$ cat config.mk
export PLATFORM = sky130hd
export DESIGN_NAME = fwd_hazard_unit_flat
export DESIGN_NICKNAME = d
export VERILOG_FILES = /design/src/rtl/fwd_hazard_unit_if.sv /design/src/rtl/fwd_hazard_unit.sv /design/src/flat_wrapper.sv
export SDC_FILE = /design/constraint.sdc
export NUM_CORES = 1
export LEC_CHECK = 0
export CORE_UTILIZATION = 60
export CTS_BUF_LIST = sky130_fd_sc_hd__clkbuf_4 sky130_fd_sc_hd__clkbuf_8 sky130_fd_sc_hd__clkbuf_16
export DETAILED_ROUTE_END_ITERATION = 12
export PLACE_DENSITY = 0.77
export SLEW_MARGIN = 20
export SYNTH_ARGS = -nofsm -noshare
export SYNTH_HDL_FRONTEND = slang
export SYNTH_SLANG_ARGS = --single-unit
$ cat constraint.sdc
create_clock -name clk -period 9.95 [get_ports clk]
set_clock_uncertainty 0.1 [all_clocks]
set_input_delay 2.985 -clock clk [delete_from_list [all_inputs] [get_ports clk]]
set_output_delay 2.985 -clock clk [all_outputs]
set_load 0.05 [all_outputs]
$ cat src/rtl/fwd_hazard_unit_if.sv
// ID-stage request and EX-stage forward-select bundle between decode and the
// forwarding/hazard unit.
interface fwd_hazard_unit_if #(
    parameter int REG_W   = 5,
    parameter int NUM_SRC = 2,
    parameter int DEPTH   = 3,
    parameter int SEL_W   = $clog2(DEPTH)
);
    logic                     id_valid;
    logic                     id_flush;
    logic [NUM_SRC*REG_W-1:0] id_rs;
    logic [NUM_SRC-1:0]       id_rs_used;
    logic [REG_W-1:0]         id_rd;
    logic                     id_regwrite;
    logic [SEL_W-1:0]         id_lat;
    logic                     stall;
    logic                     ex_valid;
    logic [NUM_SRC*SEL_W-1:0] ex_fwd_sel;

    modport master (
        output id_valid, id_flush, id_rs, id_rs_used, id_rd, id_regwrite, id_lat,
        input  stall, ex_valid, ex_fwd_sel
    );

    modport slave (
        input  id_valid, id_flush, id_rs, id_rs_used, id_rd, id_regwrite, id_lat,
        output stall, ex_valid, ex_fwd_sel
    );
endinterface

$ cat src/rtl/fwd_hazard_unit.sv
// Scoreboard-based forwarding/hazard unit: tracks age and result latency of every
// in-flight writer, stalls ID on unready producers and registers EX forward selects.
module fwd_hazard_unit #(
    parameter int REG_W   = 5,
    parameter int NUM_SRC = 2,
    parameter int DEPTH   = 3,
    parameter int SEL_W   = $clog2(DEPTH)
) (
    input  logic             clk,
    input  logic             rst_n,
    fwd_hazard_unit_if.slave bus
);
    localparam int NUM_REGS = 2 ** REG_W;
    localparam int AGE_W    = $clog2(DEPTH + 1);
    localparam logic [AGE_W-1:0] AGE_RETIRE = AGE_W'(DEPTH);
    localparam logic [SEL_W-1:0] LAT_MAX    = SEL_W'(DEPTH - 1);

    typedef struct packed {
        logic             valid;
        logic [AGE_W-1:0] age;
        logic [SEL_W-1:0] lat;
    } sb_entry_t;

    sb_entry_t                sb_q [NUM_REGS];
    sb_entry_t                sb_d [NUM_REGS];
    logic                     ex_valid_q, ex_valid_d;
    logic [NUM_SRC*SEL_W-1:0] ex_fwd_sel_q, ex_fwd_sel_d;

    logic [REG_W-1:0]         src_idx [NUM_SRC];
    logic [NUM_SRC-1:0]       src_live;
    logic [NUM_SRC-1:0]       src_haz;
    logic [NUM_SRC*SEL_W-1:0] src_sel;
    logic [SEL_W-1:0]         lat_norm;
    logic                     hazard;
    logic                     issue;

    // NOTE: every always_comb output gets a default first so no path can infer a latch.
    always_comb begin
        src_live = '0;
        src_haz  = '0;
        src_sel  = '0;
        for (int k = 0; k < NUM_SRC; k++) begin
            src_idx[k] = bus.id_rs[k*REG_W +: REG_W];
            // An entry at age DEPTH is already in the write-through register file.
            src_live[k] = bus.id_rs_used[k] && (src_idx[k] != '0)
                       && sb_q[src_idx[k]].valid && (sb_q[src_idx[k]].age < AGE_RETIRE);
            if (src_live[k]) begin
                src_sel[k*SEL_W +: SEL_W] = SEL_W'(sb_q[src_idx[k]].age);
                src_haz[k] = sb_q[src_idx[k]].age < AGE_W'(sb_q[src_idx[k]].lat);
            end
        end
    end

    assign hazard    = |src_haz;
    assign issue     = bus.id_valid && !bus.id_flush && !hazard;
    assign bus.stall = bus.id_valid && !bus.id_flush && hazard;

    always_comb begin
        lat_norm = bus.id_lat;
        if (bus.id_lat == '0) begin
            lat_norm = SEL_W'(1);
        end else if (bus.id_lat > LAT_MAX) begin
            lat_norm = LAT_MAX;
        end
    end

    // Aging runs every cycle regardless of stall; the issuing writer then overrides.
    always_comb begin
        for (int r = 0; r < NUM_REGS; r++) begin
            sb_d[r] = sb_q[r];
            if (sb_q[r].valid) begin
                if (sb_q[r].age == AGE_RETIRE) begin
                    sb_d[r].valid = 1'b0;
                end else begin
                    sb_d[r].age = sb_q[r].age + AGE_W'(1);
                end
            end
        end
        if (issue && bus.id_regwrite && (bus.id_rd != '0)) begin
            sb_d[bus.id_rd] = '{valid: 1'b1, age: AGE_W'(1), lat: lat_norm};
        end
    end

    always_comb begin
        ex_valid_d   = issue;
        ex_fwd_sel_d = issue ? src_sel : '0;
    end

    // NOTE: the scoreboard valid bits must reset, so the whole table shares the async reset.
    always_ff @(posedge clk or negedge rst_n) begin
        if (!rst_n) begin
            for (int r = 0; r < NUM_REGS; r++) begin
                sb_q[r] <= '0;
            end
            ex_valid_q   <= 1'b0;
            ex_fwd_sel_q <= '0;
        end else begin
            // NOTE: non-blocking updates so every flop samples pre-edge values.
            for (int r = 0; r < NUM_REGS; r++) begin
                sb_q[r] <= sb_d[r];
            end
            ex_valid_q   <= ex_valid_d;
            ex_fwd_sel_q <= ex_fwd_sel_d;
        end
    end

    assign bus.ex_valid   = ex_valid_q;
    assign bus.ex_fwd_sel = ex_fwd_sel_q;
endmodule

$ cat src/flat_wrapper.sv
// flat-port wrapper written by rule: the top's interface ports become plain ports
module fwd_hazard_unit_flat 
#(
    parameter int REG_W   = 5,
    parameter int NUM_SRC = 2,
    parameter int DEPTH   = 3,
    parameter int SEL_W   = $clog2(DEPTH)
)
  (clk, rst_n, bus_id_valid, bus_id_flush, bus_id_rs, bus_id_rs_used, bus_id_rd, bus_id_regwrite, bus_id_lat, bus_stall, bus_ex_valid, bus_ex_fwd_sel);
  fwd_hazard_unit_if #(.REG_W(REG_W), .NUM_SRC(NUM_SRC), .DEPTH(DEPTH), .SEL_W(SEL_W)) bus_i ();
  input  logic clk;
  input  logic rst_n;
  input wire logic [$bits(bus_i.id_valid)-1:0] bus_id_valid;
  input wire logic [$bits(bus_i.id_flush)-1:0] bus_id_flush;
  input wire logic [$bits(bus_i.id_rs)-1:0] bus_id_rs;
  input wire logic [$bits(bus_i.id_rs_used)-1:0] bus_id_rs_used;
  input wire logic [$bits(bus_i.id_rd)-1:0] bus_id_rd;
  input wire logic [$bits(bus_i.id_regwrite)-1:0] bus_id_regwrite;
  input wire logic [$bits(bus_i.id_lat)-1:0] bus_id_lat;
  output wire logic [$bits(bus_i.stall)-1:0] bus_stall;
  output wire logic [$bits(bus_i.ex_valid)-1:0] bus_ex_valid;
  output wire logic [$bits(bus_i.ex_fwd_sel)-1:0] bus_ex_fwd_sel;
  assign bus_i.id_valid = bus_id_valid;
  assign bus_i.id_flush = bus_id_flush;
  assign bus_i.id_rs = bus_id_rs;
  assign bus_i.id_rs_used = bus_id_rs_used;
  assign bus_i.id_rd = bus_id_rd;
  assign bus_i.id_regwrite = bus_id_regwrite;
  assign bus_i.id_lat = bus_id_lat;
  assign bus_stall = bus_i.stall;
  assign bus_ex_valid = bus_i.ex_valid;
  assign bus_ex_fwd_sel = bus_i.ex_fwd_sel;
  fwd_hazard_unit #(.REG_W(REG_W), .NUM_SRC(NUM_SRC), .DEPTH(DEPTH), .SEL_W(SEL_W)) u_core (.clk(clk), .rst_n(rst_n), .bus(bus_i));
endmodule
## Word-level counts from Yosys, hierarchy flattened

Index checks and enable logic that the tools add are counted.

| word-level totals | value |
|---|---|
| register bits | 165 |
| latch bits | 0 |
| RAM bits | 0 |
| ROM bits | 0 |
| output and inout port bits | 6 |
| word-level logic and storage cells | 306 |
| memories | 0 |

| operators by class | value |
|---|---|
| add/subtract/negate cells | 32 |
| $mul | 0 |
| divide/modulo/power cells | 0 |
| magnitude comparators | 9 |
| eq/ne operators | 32 |
| shifts and indexed selects | 0 |
| muxes and demuxes | 113 |
| bitwise logic cells | 3 |
| reduce and logical (&&, ||, !) cells | 19 |

Operators with widths:

| cell | number |
|---|---|
| $bwmux W160 | 1 |
| $mux W160 | 1 |
| $mux W3 | 32 |
| $mux W2 | 36 |
| $add A2 B1 Y2 const B | 32 |
| $eq A2 B2 Y1 const B | 32 |
| $bmux W5 S5 | 2 |
| $mux W1 | 34 |
| $demux W5 S5 | 1 |
| $mux W5 | 5 |
| $ge A6 B6 Y1 const B | 3 |
| $not A5 Y6 | 3 |
| $reduce_bool A5 Y1 | 3 |
| $logic_and A1 B1 Y1 | 12 |
| $lt A6 B1 Y1 const B | 1 |
| $lt A2 B2 Y1 | 2 |
| $lt A2 B2 Y1 const B | 2 |
| $mux W4 | 1 |
| $gt A2 B2 Y1 const B | 1 |
| $logic_not A1 Y1 | 2 |
| $logic_not A2 Y1 | 1 |
| $reduce_or A2 Y1 | 1 |

## Logic depth before layout (Yosys ltp)

| logic depth | value |
|---|---|
| depth in word-level cells | 13 |
| gate-level depth with buffers | 21 |
| depth with buffers taken out | 15 |

## Least setup slack after synthesis

Ideal clock, no wire load.

| timing path | value |
|---|---|
| path type | input to output |
| from | input bus_id_rs[5] |
| to | output bus_stall |
| arrival time | 6.743 ns |
| required time | 6.865 ns |
| path slack | 0.122 ns |
| stages | 18 |
| path buffers | 7 |
| path through | buf_4 > buf_4 > buf_4 > mux4_2 > mux4_2 > mux2i_1 > ha_1 > o311ai_0 > a31oi_1 > and3_1 > nor3_1 > o21ai_1 > o22ai_2 > buf_6 > buf_6 > buf_4 > buf_2 > and2_1 |

| between the ends | value |
|---|---|
| word-level cells in the longest chain between the ends | 9 |
| elaborated cells between the ends (all ways) | 13 |
| classes of those cells | order compare (2); mux (4); bitwise (1); reduce/logical (6) |

Ends and longest elaborated chain:

| item | line | source |
|---|---|---|
| from (decl) | flat_wrapper.sv:15 | `input wire logic [$bits(bus_i.id_rs)-1:0] bus_id_rs;` |
| $not A5 Y6 (implied by the code) | fwd_hazard_unit.sv:46, fwd_hazard_unit.sv:49 |  |
| $bmux W5 S5 | fwd_hazard_unit.sv:46, fwd_hazard_unit.sv:49 |  |
| $mux W5 (implied by the code) (2 in a row) | fwd_hazard_unit.sv:46 | `&& sb_q[src_idx[k]].valid && (sb_q[src_idx[k]].age < AGE_RETIRE);` |
| $lt A2 B2 Y1 or $logic_and A1 B1 Y1 (tied branches) | fwd_hazard_unit.sv:46 |  |
| $logic_and A1 B1 Y1 | fwd_hazard_unit.sv:46 |  |
| $mux W1 * | fwd_hazard_unit.sv:47 | `if (src_live[k]) begin` |
| $reduce_or A2 Y1 * | fwd_hazard_unit.sv:54 | `assign hazard = \|src_haz;` |
| $logic_and A1 B1 Y1 * | fwd_hazard_unit.sv:56 | `assign bus.stall = bus.id_valid && !bus.id_flush && hazard;` |
| to (decl) | flat_wrapper.sv:20 | `output wire logic [$bits(bus_i.stall)-1:0] bus_stall;` |

Mark *: on every way between the ends. The rest lies on a longest branch, timed or not. The select of a mux whose other input is x is not followed.

## Worst setup path in the final report

| timing path | value |
|---|---|
| from | input bus_id_rs[7] |
| to | output bus_stall |

Same word-level chain as after synthesis.

==> metrics <==
P&R area growth vs syn=9.81%; CP top delay family=simple AND/OR/NAND/NOR gates; WL final=around 26000 um; vias in the first global route=between 7000 and 8000; WP buf/inv=3; Post-CTS Hold Fix Bufs=0; Final #Nets=955; row count=46; synth top area cells=dfrtp_1, mux4_2, mux2i_1; buffers added on ports=28; fill cell count=1229; full die area=roughly 17000 um2; Worst path slowest cell=clkdlybuf4s50_1; Antenna Cells=0; fraction of layout cells with a size suffix above 1=between 15 and 20%; post-synthesis sequential area ratio=between 40 and 50%; Remaining DRCs=0; Die W=about 130 um; clock tree buffer depth=2; PwrDens=roughly 150 nW/um2; clk root buf=clkbuf_16; RSZ-0062 raised after global routing=no; DRT Pass-1 Iters=5; clock transition at the registers of the reported paths=around 0.070 ns; Die Ht=between 100 and 150 um; GRT overflow=0; most frequent cell after synthesis=dfrtp_1; #FFs+latches synth=165; Synth Flop Type=dfrtp_1; Worst path max stage delay=0.72 ns; hold path depth=0; Synth top area share=42.7%; Slew HR=~31%; via count=between 7000 and 8000; Critical Path Start Type=primary input; Leakage=0.00492 uW; Reg2Reg Depth=13; Tcrit/Tclk final=between 90% and 100%; crit path cell chain=clkdlybuf4s50_1, and2_1, a22oi_1, nand3_1, o21ai_0, a211oi_1, inv_1, ha_1, o311ai_0, a31oi_1, and3_1, nor3_1, o21ai_1, o22ai_4, and2_1, buf_12; Post-Syn Instances=between 900 and 1000; worst hold path type=reg2reg; f_max=~100 MHz; Tot GR Track Use=around a third; Clk Latency, worst-skew pair=0.44 ns; synthesized area per cell=10.5 um2; Post-Layout Cell Count=about 1200; H-tree levels=4; CTS tree=yes; synth warn=0; Cells after DPL=approximately 1100; Max Cap Violations=0; maximum vdd drop=about 0.14 mV; first-pass GRT wire length=around 40000 um; crit path DAT=6.70 ns; drt wl/cell=about 22 um; final setup vio count=0; most frequent cells after synthesis=dfrtp_1, nand2_1, mux2i_1; Final Hold Fails=0; post-DP HPWL=18000 um; largest net degree at the start of global routing=between 90 and 100; Worst Setup Path Type=in2out; remaining antenna violation count after routing=0; CP Capture Type=output pin; r2r setup slk=approximately 5.5 ns; worst hold slack=~0.3 ns; Worst-Margin Slew=1.03 ns; number of synthesized flops with an enable pin=0; status=finished, final reports clean; Final Critical Period=roughly 9.8 ns; leading area contributor after synthesis=dfrtp_1; asr flop ratio synth=100%; vias per cell=6.52; initial antenna violation count=0; CP most frequent cell=and2_1; CP Max Fanout=11; Starting Density=61.2%; Core Region=~16000 um2; Netlist cell types=56; Placed Area=~10000 um2; clk sinks=roughly 170; register area=between 4000 and 5000 um2; multi-input logic area=about 5100 um2; Ports=30; initial DRC count=722; post-route design area=around 11000 um2; Mapped Area=roughly 9700 um2; WP data required=6.87 ns; Num CTS Buffers=17; Fin Setup TNS=0 ns; syn nets=about 940; GPL Wtd Cong=just under 1; Final Max Slew Viols=0
## power by group
part	internal [uW]	total, uW	switching (uW)
Clock	362	631	269
Sequential	712	758	46.0
Combinational	101	229	129
## cells in the final DEF, fill, tap and decap left out, types with 6 or more instances in the layout
cell type,count
a21o_1,23
a21oi_1,35
a22o_1,8
a22oi_1,13
and2_1,8
buf_4,24
clkbuf_16,17
clkdlybuf4s50_1,22
dfrtp_1,165
inv_1,25
mux2_2,34
mux2i_1,94
mux4_2,45
nand2_1,97
nand2b_1,7
nand3_1,29
nand3b_1,13
nor2_1,90
nor2b_1,15
nor3_1,11
nor4_2,6
o21ai_0,50
o21bai_1,10
o31ai_1,11
## layer usage
metal  vias up  wire length [um]  part of all wire [%]  GRT usage [%]
met2       388             12200                    47           51.7
li1       3356                 -                     -              -
met5         -                 0                     0              0
met4         0              1100                   4.2           17.6
met1      3714             10500                    41           43.4
met3        91              2110                   8.1           7.80
## layout make-up
cell class / count / area share (%)
Sequential cell: 165 / 38.8
Multi-Input combinational cell: 670 / 48.3
Clock inverter: 9 / 0.753
Tap cell: 216 / 2.54
Clock buffer: 22 / 4.47
Timing Repair Buffer: 50 / 4.16
Inverter: 25 / 0.883
## stage by stage
stage	util [%]	total power, uW	setup slack, ns
finish	67.2	1620	0.163
global route	67.2	1680	0.00605
CTS	67.1	1620	0.202
detailed placement	63.6	993	0.222
global placement	63.6	986	0.315
floorplan	-	913	0.122
## worst max-delay path by stage
stage,startpoint,end,cells after the start
final,bus_id_rs[7],bus_stall,16
after global routing,bus_id_rs[6],bus_stall,16
after CTS,bus_id_rs[7],bus_stall,16
after detailed placement,bus_id_rs[7],bus_stall,16
after global placement,bus_id_rs[7],bus_stall,16
after floorplan,bus_id_rs[5],bus_stall,18
## kinds of logic (layout without fill, tap and decap cells)
family / after synthesis / count (layout) / synth area share [%]
AOI/OAI and AO/OA: 180 / 180 / 12.0
and+or+nand+nor: 312 / 312 / 16.1
buffers and inverters: 83 / 106 / 4.36
adders and majority gates: 2 / 2 / 0.258
DFF: 165 / 165 / 42.7
muxes: 176 / 176 / 24.6
## timing repair
item | CTS | global route
setup buffers | 0 | 0
gates resized for setup | 0 | 1
setup endpoints to repair | 0 | 1
Power figures use the tool's default switching activity.
